File: config.mk
export PLATFORM = sky130hd
export DESIGN_NAME = cache_ctrl
export DESIGN_NICKNAME = d
export VERILOG_FILES = /design/src/rtl/cache_ctrl.sv
export SDC_FILE = /design/constraint.sdc
export NUM_CORES = 1
export LEC_CHECK = 0
export ABC_AREA = 1
export ABC_CLOCK_PERIOD_IN_PS = 1600
export CAP_MARGIN = 20
export CORE_AREA = 2 2 130 132
export DETAILED_ROUTE_END_ITERATION = 8
export DIE_AREA = 0 0 132 134
export GPL_TIMING_DRIVEN = 0
export PLACE_DENSITY = 0.73
export SYNTH_ARGS = -nofsm -noshare
export SYNTH_HDL_FRONTEND = slang
export SYNTH_SLANG_ARGS = --single-unit
export TNS_END_PERCENT = 10
File: constraint.sdc
create_clock -name clk -period 1.6 [get_ports clk]
set_clock_uncertainty 0.15 [all_clocks]
set_input_delay 0.16 -clock clk [delete_from_list [all_inputs] [get_ports clk]]
set_output_delay 0.16 -clock clk [all_outputs]
set_load 0.03 [all_outputs]
File: src/rtl/cache_ctrl.sv
// Miss-handling controller for a 2-way write-back cache: issues lookups, writes back a dirty
// victim word by word, refills the line from memory and replays the CPU access.
module cache_ctrl #(
    parameter int unsigned ADDR_BITS  = 32,
    parameter int unsigned LINE_WORDS = 4
) (
    input  logic                 clk,
    input  logic                 rst,
    input  logic                 req_rd,
    input  logic                 req_wr,
    input  logic [ADDR_BITS-1:0] addr,
    input  logic [31:0]          din,
    input  logic [2:0]           u_b_h_w,
    output logic                 stall,
    output logic [31:0]          dout,
    output logic [ADDR_BITS-1:0] cache_addr,
    output logic                 cache_load,
    output logic                 cache_store,
    output logic                 cache_edit,
    output logic                 cache_invalid,
    output logic [2:0]           cache_u_b_h_w,
    output logic [31:0]          cache_din,
    input  logic                 cache_hit,
    input  logic                 cache_valid,
    input  logic                 cache_dirty,
    input  logic [ADDR_BITS-10:0] cache_tag,
    input  logic [31:0]          cache_dout,
    output logic                 mem_cs,
    output logic                 mem_we,
    output logic [ADDR_BITS-1:0] mem_addr,
    output logic [31:0]          mem_wdata,
    input  logic [31:0]          mem_rdata,
    input  logic                 mem_ack
);
    localparam int unsigned CntBits = $clog2(LINE_WORDS);
    localparam logic [CntBits-1:0] LastWord = CntBits'(LINE_WORDS - 1);

    typedef enum logic [2:0] {
        StIdle,
        StCompare,
        StWbRead,
        StWbWrite,
        StRefill,
        StReplay
    } state_e;

    state_e               state_q;
    logic [ADDR_BITS-1:0] req_addr_q;
    logic [31:0]          req_din_q;
    logic [2:0]           req_ubhw_q;
    logic                 is_wr_q;
    logic [ADDR_BITS-10:0] victim_tag_q;
    logic [CntBits-1:0]   word_cnt_q;

    logic                 req;
    logic [ADDR_BITS-1:0] wb_addr;
    logic [ADDR_BITS-1:0] fill_addr;

    assign req       = req_rd | req_wr;
    assign wb_addr   = {victim_tag_q, req_addr_q[8:4], word_cnt_q, 2'b00};
    assign fill_addr = {req_addr_q[ADDR_BITS-1:9], req_addr_q[8:4], word_cnt_q, 2'b00};

    always_ff @(posedge clk) begin
        if (rst) begin
            state_q      <= StIdle;
            req_addr_q   <= '0;
            req_din_q    <= '0;
            req_ubhw_q   <= '0;
            is_wr_q      <= 1'b0;
            victim_tag_q <= '0;
            word_cnt_q   <= '0;
        end else begin
            unique case (state_q)
                StIdle: begin
                    if (req) begin
                        req_addr_q <= addr;
                        req_din_q  <= din;
                        req_ubhw_q <= u_b_h_w;
                        // Simultaneous rd and wr is treated as a read.
                        is_wr_q    <= req_wr & ~req_rd;
                        state_q    <= StCompare;
                    end
                end
                StCompare: begin
                    if (cache_hit) begin
                        state_q <= StIdle;
                    end else begin
                        victim_tag_q <= cache_tag;
                        word_cnt_q   <= '0;
                        state_q      <= (cache_valid & cache_dirty) ? StWbRead : StRefill;
                    end
                end
                StWbRead: state_q <= StWbWrite;
                StWbWrite: begin
                    if (mem_ack) begin
                        word_cnt_q <= word_cnt_q + 1'b1;
                        state_q    <= (word_cnt_q == LastWord) ? StRefill : StWbRead;
                    end
                end
                StRefill: begin
                    if (mem_ack) begin
                        word_cnt_q <= word_cnt_q + 1'b1;
                        if (word_cnt_q == LastWord) begin
                            state_q <= StReplay;
                        end
                    end
                end
                StReplay: state_q <= StCompare;
                default:  state_q <= StIdle;
            endcase
        end
    end

    always_comb begin
        stall         = 1'b0;
        cache_addr    = req_addr_q;
        cache_load    = 1'b0;
        cache_store   = 1'b0;
        cache_edit    = 1'b0;
        cache_u_b_h_w = req_ubhw_q;
        cache_din     = req_din_q;
        mem_cs        = 1'b0;
        mem_we        = 1'b0;
        mem_addr      = '0;
        mem_wdata     = '0;
        unique case (state_q)
            StIdle: begin
                if (req) begin
                    stall         = 1'b1;
                    cache_addr    = addr;
                    cache_load    = req_rd;
                    cache_edit    = req_wr & ~req_rd;
                    cache_u_b_h_w = u_b_h_w;
                    cache_din     = din;
                end
            end
            StCompare: stall = ~cache_hit;
            StWbRead: begin
                stall      = 1'b1;
                cache_addr = wb_addr;
            end
            StWbWrite: begin
                // Keep the array pointed at the victim word so cache_dout holds through the wait.
                stall      = 1'b1;
                cache_addr = wb_addr;
                mem_cs     = 1'b1;
                mem_we     = 1'b1;
                mem_addr   = wb_addr;
                mem_wdata  = cache_dout;
            end
            StRefill: begin
                stall      = 1'b1;
                cache_addr = fill_addr;
                mem_cs     = 1'b1;
                mem_addr   = fill_addr;
                if (mem_ack) begin
                    cache_store = 1'b1;
                    cache_din   = mem_rdata;
                end
            end
            StReplay: begin
                stall      = 1'b1;
                cache_load = ~is_wr_q;
                cache_edit = is_wr_q;
            end
            default: stall = 1'b0;
        endcase
    end

    assign cache_invalid = 1'b0;
    assign dout          = cache_dout;

endmodule

# --- After elaboration in Yosys (flattened, before gate mapping) ---
# Cells that the tools add are included.
op_classes:
  n_lt_le_gt_ge: 0
  bitwise_logic: 6
  addsub: 1
  muxes: 30
  eq_ne: 12
  reduce_logical: 9
  n_div: 0
  mul: 0
  n_shift: 0
op_table:
  columns: ["operator", "count"]
  rows:
  - ["$mux W32", 4]
  - ["$pmux W32 S2", 2]
  - ["$pmux W32 S3", 1]
  - ["$mux W3", 9]
  - ["$pmux W3 S6", 1]
  - ["$ne A2 B2 Y1 const B", 5]
  - ["$mux W1", 7]
  - ["$eq A3 B2 Y1 const B", 2]
  - ["$eq A3 B3 Y1 const B", 2]
  - ["$mux W2", 2]
  - ["$pmux W1 S2", 2]
  - ["$pmux W2 S2", 1]
  - ["$reduce_and A2 Y1", 2]
  - ["$reduce_and A4 Y1", 1]
  - ["$reduce_or A2 Y1", 2]
  - ["$reduce_or A4 Y1", 1]
  - ["$eq A3 B1 Y1 const B", 1]
  - ["$logic_not A3 Y1", 1]
  - ["$not A1 Y1", 3]
  - ["$pmux W1 S3", 1]
  - ["$reduce_and A3 Y1", 1]
  - ["$add A2 B1 Y2 const B", 1]
  - ["$and A1 B1 Y1", 2]
  - ["$eq A2 B2 Y1 const B", 1]
  - ["other kinds (3)", 3]
word_totals:
  mem_bits_ro: 0
  reg_bits: 96
  ram_bits: 0
  memories: 0
  latch_bits: 0

# --- Depth between registers and ports, before layout ---
depth:
  ltp_word: 4
  ltp_mapped: 9
  ltp_nobuf: 8

# --- Least setup slack after synthesis ---
# OpenSTA, ideal clock, no wires.
synth_timing:
  path_type: "reg-to-output"
  from: "register state_q[1]"
  to: "output cache_addr[2]"
  t_arrival_ns: 1.761
  setup_slack_ns: -0.471
  path_stages_with_launch: 9
  cell_sequence: "dfxtp_1 buf_4 nor2_4 nand2_2 nor2_2 buf_6 nand2_1 o21a_1 o21ai_0"
synth_via:
  elab_chain_cells: 3
  word_cells_on_any_way: 6
synth_rtl:
  columns: ["item", "line", "rtl"]
  rows:
  - ["from (decl)", "47", "state_e state_q;"]
  - ["from (signal assigned)", "65", "state_q <= StIdle;"]
  - ["from (signal assigned)", "81", "state_q <= StCompare;"]
  - ["from (signal assigned)", "86", "state_q <= StIdle;"]
  - ["$eq A3 B2 Y1", "126", "unique case (state_q)"]
  - ["$reduce_or A2 Y1 (no line)", null, null]
  - ["$pmux W32 S3 *", "126", null]
  - ["to (decl)", "16", "output logic [ADDR_BITS-1:0] cache_addr,"]
# Every way passes the cells marked *; elsewhere a longest branch is shown, timed or not.

# --- Final worst setup path ---
layout_timing:
  from: "register state_q[1]"
  to: "output cache_addr[28]"
# Same word-level chain as after synthesis.

==> reports/results.md <==
| Metric | Value | Unit |
| --- | --- | --- |
| Status | finished with violations | - |
| Failing checks | setup timing | - |
| Switching Power | 5.16 | mW |
| Footprint of the flip-flops and latches | 1930 | µm² |
| Worst R2R Start | state_q[1] | - |
| Root cell of the clock tree | sky130_fd_sc_hd__clkbuf_16 | - |
| Biggest area contributors in the synthesized netlist | sky130_fd_sc_hd__dfxtp_1 36%, sky130_fd_sc_hd__nand2_1 21%, sky130_fd_sc_hd__a21oi_1 7.1%, sky130_fd_sc_hd__nor2_1 5.9%, sky130_fd_sc_hd__inv_1 5.5% | - |
| Post-layout min period | 2290 | ps |
| R2R Path End | req_addr_q[28] | - |
| Measured slew at the worst slew-check pin | 623 | ps |
| Total Routed Length | 23500 | µm |
| Post-layout utilization of the core | 0.638 | - |
| Worst Setup Slack, final | -688 | ps |
| Placer's final routability congestion estimate | 0.809 | - |
| Min-Delay Path Class | in -> reg | - |
| Endpoint, Worst Hold | req_addr_q[4] | - |
| Antenna violation net count after detailed routing | 0 | - |
| First-pass GRT wire length | 35200 | µm |
| Relative contribution of the clock network to total power | 0.181 | - |
| Cell count after synthesis | 855 | - |
| Cell Area, Synth | 5390 | µm² |
| Pin count of the biggest net entering global routing | 15 | - |
| Dpl hpwl | 17300 | µm |
| Data required time of the critical path | 1290 | ps |
| Count of final setup violators | 171 | - |
| Number of inserted filler cells in the final layout | 1524 | - |
| Area added between synthesis and finish | 92.7 | % |
| Average cell area after synthesis | 6.31 | µm² |
| Later-pin clock latency in the skew report | 360 | ps |
| CTS tree | done | - |
| Cell internal pwr | 6.98 | mW |
| Number of buffers on the longest clock path | 2 | - |
| Kind of start point of the critical path | register | - |
| Area of placed instances | 9420 | µm² |
| Worst-case setup slack after placement | -1120 | ps |
| Multi-input gate area | 3300 | µm² |
| Via count | 6754 | - |
| Remaining routing DRC violations | 0 | - |
| Initial antenna violation count | 0 | - |
| Row count | 47 | - |
| Post-synthesis sequential area ratio | 0.356 | - |
| Via count of the first global-routing pass | 6388 | - |
| Hold path startpoint | rst | - |
| VDD IR-drop max | 0.642 | mV |
| Design area | 10400 | µm² |
| Largest fanout on the critical path | 5 | - |
| Yosys warning count | 0 | - |
| Maximum level of the CTS H-tree | 3 | - |
| Count of buffers inserted at the top-level ports | 327 | - |
| Die area | 17700 | µm² |
| Area share of the leading cell type in the synthesized netlist | 0.356 | - |
| Critical path data arrival time | 1980 | ps |
| Total global routing track utilization | 0.254 | - |
| Fraction of final layout cells sized beyond drive strength 1 | 0.338 | - |
| Count of unique library cells instantiated by Yosys | 29 | - |
| Sinks on the clock net | 96 | - |
| Layout Nets | 1400 | - |
| RSZ-0062 raised after global routing | yes | - |
| Final worst-path cycle share | 1.43 | - |
| Wire length per cell after detailed routing | 16.1 | µm |
| Leakage power | 4.76 | nW |
| Crit Path Category | reg -> out | - |
| Violation count after the first detailed-routing iteration | 315 | - |
| Power share of the combinational group | 0.569 | - |
| Worst hold path cell count | 2 | - |
| Total iterations of the first detailed-routing run | 4 | - |
| Total count of hold-check failures in the final report | 0 | - |
| Sequential share of power | 0.250 | - |
| Cell accounting for the most synthesized area | sky130_fd_sc_hd__dfxtp_1 | - |
| Effective utilization at floorplan | 0.331 | - |
| Final Max Slew Viols | 0 | - |
| Reg2Reg Setup Slack | -240 | ps |
| R2R depth | 11 | - |
| Max-Cap Viols | 0 | - |
| Worst slew margin | 0.585 | - |
| DIE HEIGHT | 134 | µm |
| Num CTS Buffers | 9 | - |
| Antenna diodes | 0 | - |
| # IOs | 332 | - |
| Power Dens Cells | 1170 | nW/µm² |
| Flops & latches, synth | 96 | - |
| Category of the worst setup path capture point | output pin | - |
| Area of the core | 16300 | µm² |
| Fraction of power spent switching nets | 0.425 | - |
| Via density | 4.62 | - |
| Top achievable clock speed | 0.437 | GHz |
| Die W | 132 | µm |
| Clock edge transition at the registers on the reported setup and hold paths | 60 | ps |
| Remaining Overflow, GRT | 0 | - |
-- power by group through the flow --
stage / combinational [mW] / clock (mW) / sequential (mW)
after CTS: 6.19 / 2.22 / 3.02
after global placement: 5.93 / 0 / 3.05
final: 6.91 / 2.19 / 3.04
after global routing: 7.33 / 2.32 / 3.08
after detailed placement: 5.97 / 0 / 3.06
after floorplan: 3.67 / 0 / 3.02
-- stage by stage --
| step | std cells | hold slack, ps | TNS (ps) | total power, mW |
|---|---|---|---|---|
| global route | 1461 | 264 | -82900 | 12.7 |
| detailed placement | 1404 | 302 | -129630 | 9.04 |
| global placement | 1404 | 297 | -126190 | 8.98 |
| CTS | 1443 | 238 | -91360 | 11.4 |
| floorplan | 857 | 175 | -5520 | 6.68 |
| finish | 1461 | 237 | -69530 | 12.1 |
-- cells in the final DEF, fill, tap and decap left out, types with 13 or more instances in the layout --
master	Yosys	final
sky130_fd_sc_hd__nand2_4	0	14
sky130_fd_sc_hd__clkdlybuf4s15_2	0	27
sky130_fd_sc_hd__a21oi_1	76	60
sky130_fd_sc_hd__inv_1	79	75
sky130_fd_sc_hd__dfxtp_1	96	93
sky130_fd_sc_hd__nand2_2	7	22
sky130_fd_sc_hd__buf_6	8	81
sky130_fd_sc_hd__clkbuf_2	0	21
sky130_fd_sc_hd__clkbuf_4	0	13
sky130_fd_sc_hd__nand4_1	17	17
sky130_fd_sc_hd__nand2_1	303	272
sky130_fd_sc_hd__nand3_1	41	14
sky130_fd_sc_hd__nand3_2	1	26
sky130_fd_sc_hd__nor2_1	85	76
sky130_fd_sc_hd__clkdlybuf4s50_1	0	160
sky130_fd_sc_hd__nor2_4	1	13
sky130_fd_sc_hd__o21ai_0	27	22
sky130_fd_sc_hd__buf_4	38	105
-- logic make-up (layout without fill, tap and decap cells) --
group           count (synthesis)  count (layout)  synth area share
other cells                     1               3          0.000695
buf+inv                       165             549             0.157
compound gates                132             132             0.138
fa+ha+maj                       1               1           0.00232
simple gates                  460             460             0.346
flops                          96              96             0.356
-- worst max-delay path by stage --
| stage | start | endpoint | slack (ps) | cells past startpoint |
|---|---|---|---|---|
| after floorplan | state_q[1] | mem_addr[2] | -120 | 6 |
| after global placement | req_rd | cache_addr[30] | -1130 | 8 |
| after detailed placement | req_rd | cache_addr[30] | -1120 | 8 |
| after CTS | state_q[1] | cache_din[28] | -750 | 9 |
| after global routing | state_q[1] | cache_addr[28] | -760 | 11 |
| final | state_q[1] | cache_addr[28] | -690 | 11 |
-- Yosys cell counts, drive strengths merged --
library cell and instances:
nand3 42, ha 1, a21oi 76, buf 65, a211oi 8, nand3b 1
o21ai 28, o22ai 9, inv 84, nand2 310, clkbuf 16, dfxtp 96
conb 1, a32oi 1, o211ai 1, nand4 17, o2111ai 7, o21a 2
nor2 90
-- worst max-delay path, stage by stage (launching register included) --
cell and delay, ps:
sky130_fd_sc_hd__dfxtp_4 380, sky130_fd_sc_hd__nor2_4 130, sky130_fd_sc_hd__buf_6 110, sky130_fd_sc_hd__nand2_4 60
sky130_fd_sc_hd__nor2_4 190, sky130_fd_sc_hd__buf_8 160, sky130_fd_sc_hd__buf_8 110, sky130_fd_sc_hd__buf_8 120
sky130_fd_sc_hd__buf_6 100, sky130_fd_sc_hd__nand2_4 40, sky130_fd_sc_hd__nand4_1 80, sky130_fd_sc_hd__buf_6 140
-- state kept, by name (all words and copies together) (netlist names) --
name and count:
req_ubhw_q 3, state_q 3, req_din_q 32, req_addr_q 32, word_cnt_q 2, victim_tag_q 23, is_wr_q 1
-- metal layers --
metal  track usage  vias to the layer above  part of all wire
li1              -                     3441                 -
met1         0.331                     3069              0.44
met2         0.429                      213              0.49
met3        0.0446                       31             0.056
met4        0.0803                        0             0.020
met5             0                        -                 0
-- what timing repair did --
action,4_1_cts,5_1_grt
hold buffers,0,0
endpoints found under the hold margin,0,0
gates resized for setup,520,410
endpoints found under the setup margin,254,259
cloned,2,3
buffers inserted,22,16
pin swaps,8,21
-- area by class of cell --
type | count | share of cell area
inverters | 84 | 0.0328
well taps | 220 | 0.0265
repair buffers | 370 | 0.342
flip-flops and latches | 96 | 0.186
multi-input cells | 596 | 0.318
clock inverters | 4 | 0.00434
plain buffers | 80 | 0.0670
clock buffers | 11 | 0.0234
No activity file was read; power rests on OpenSTA's default activity.
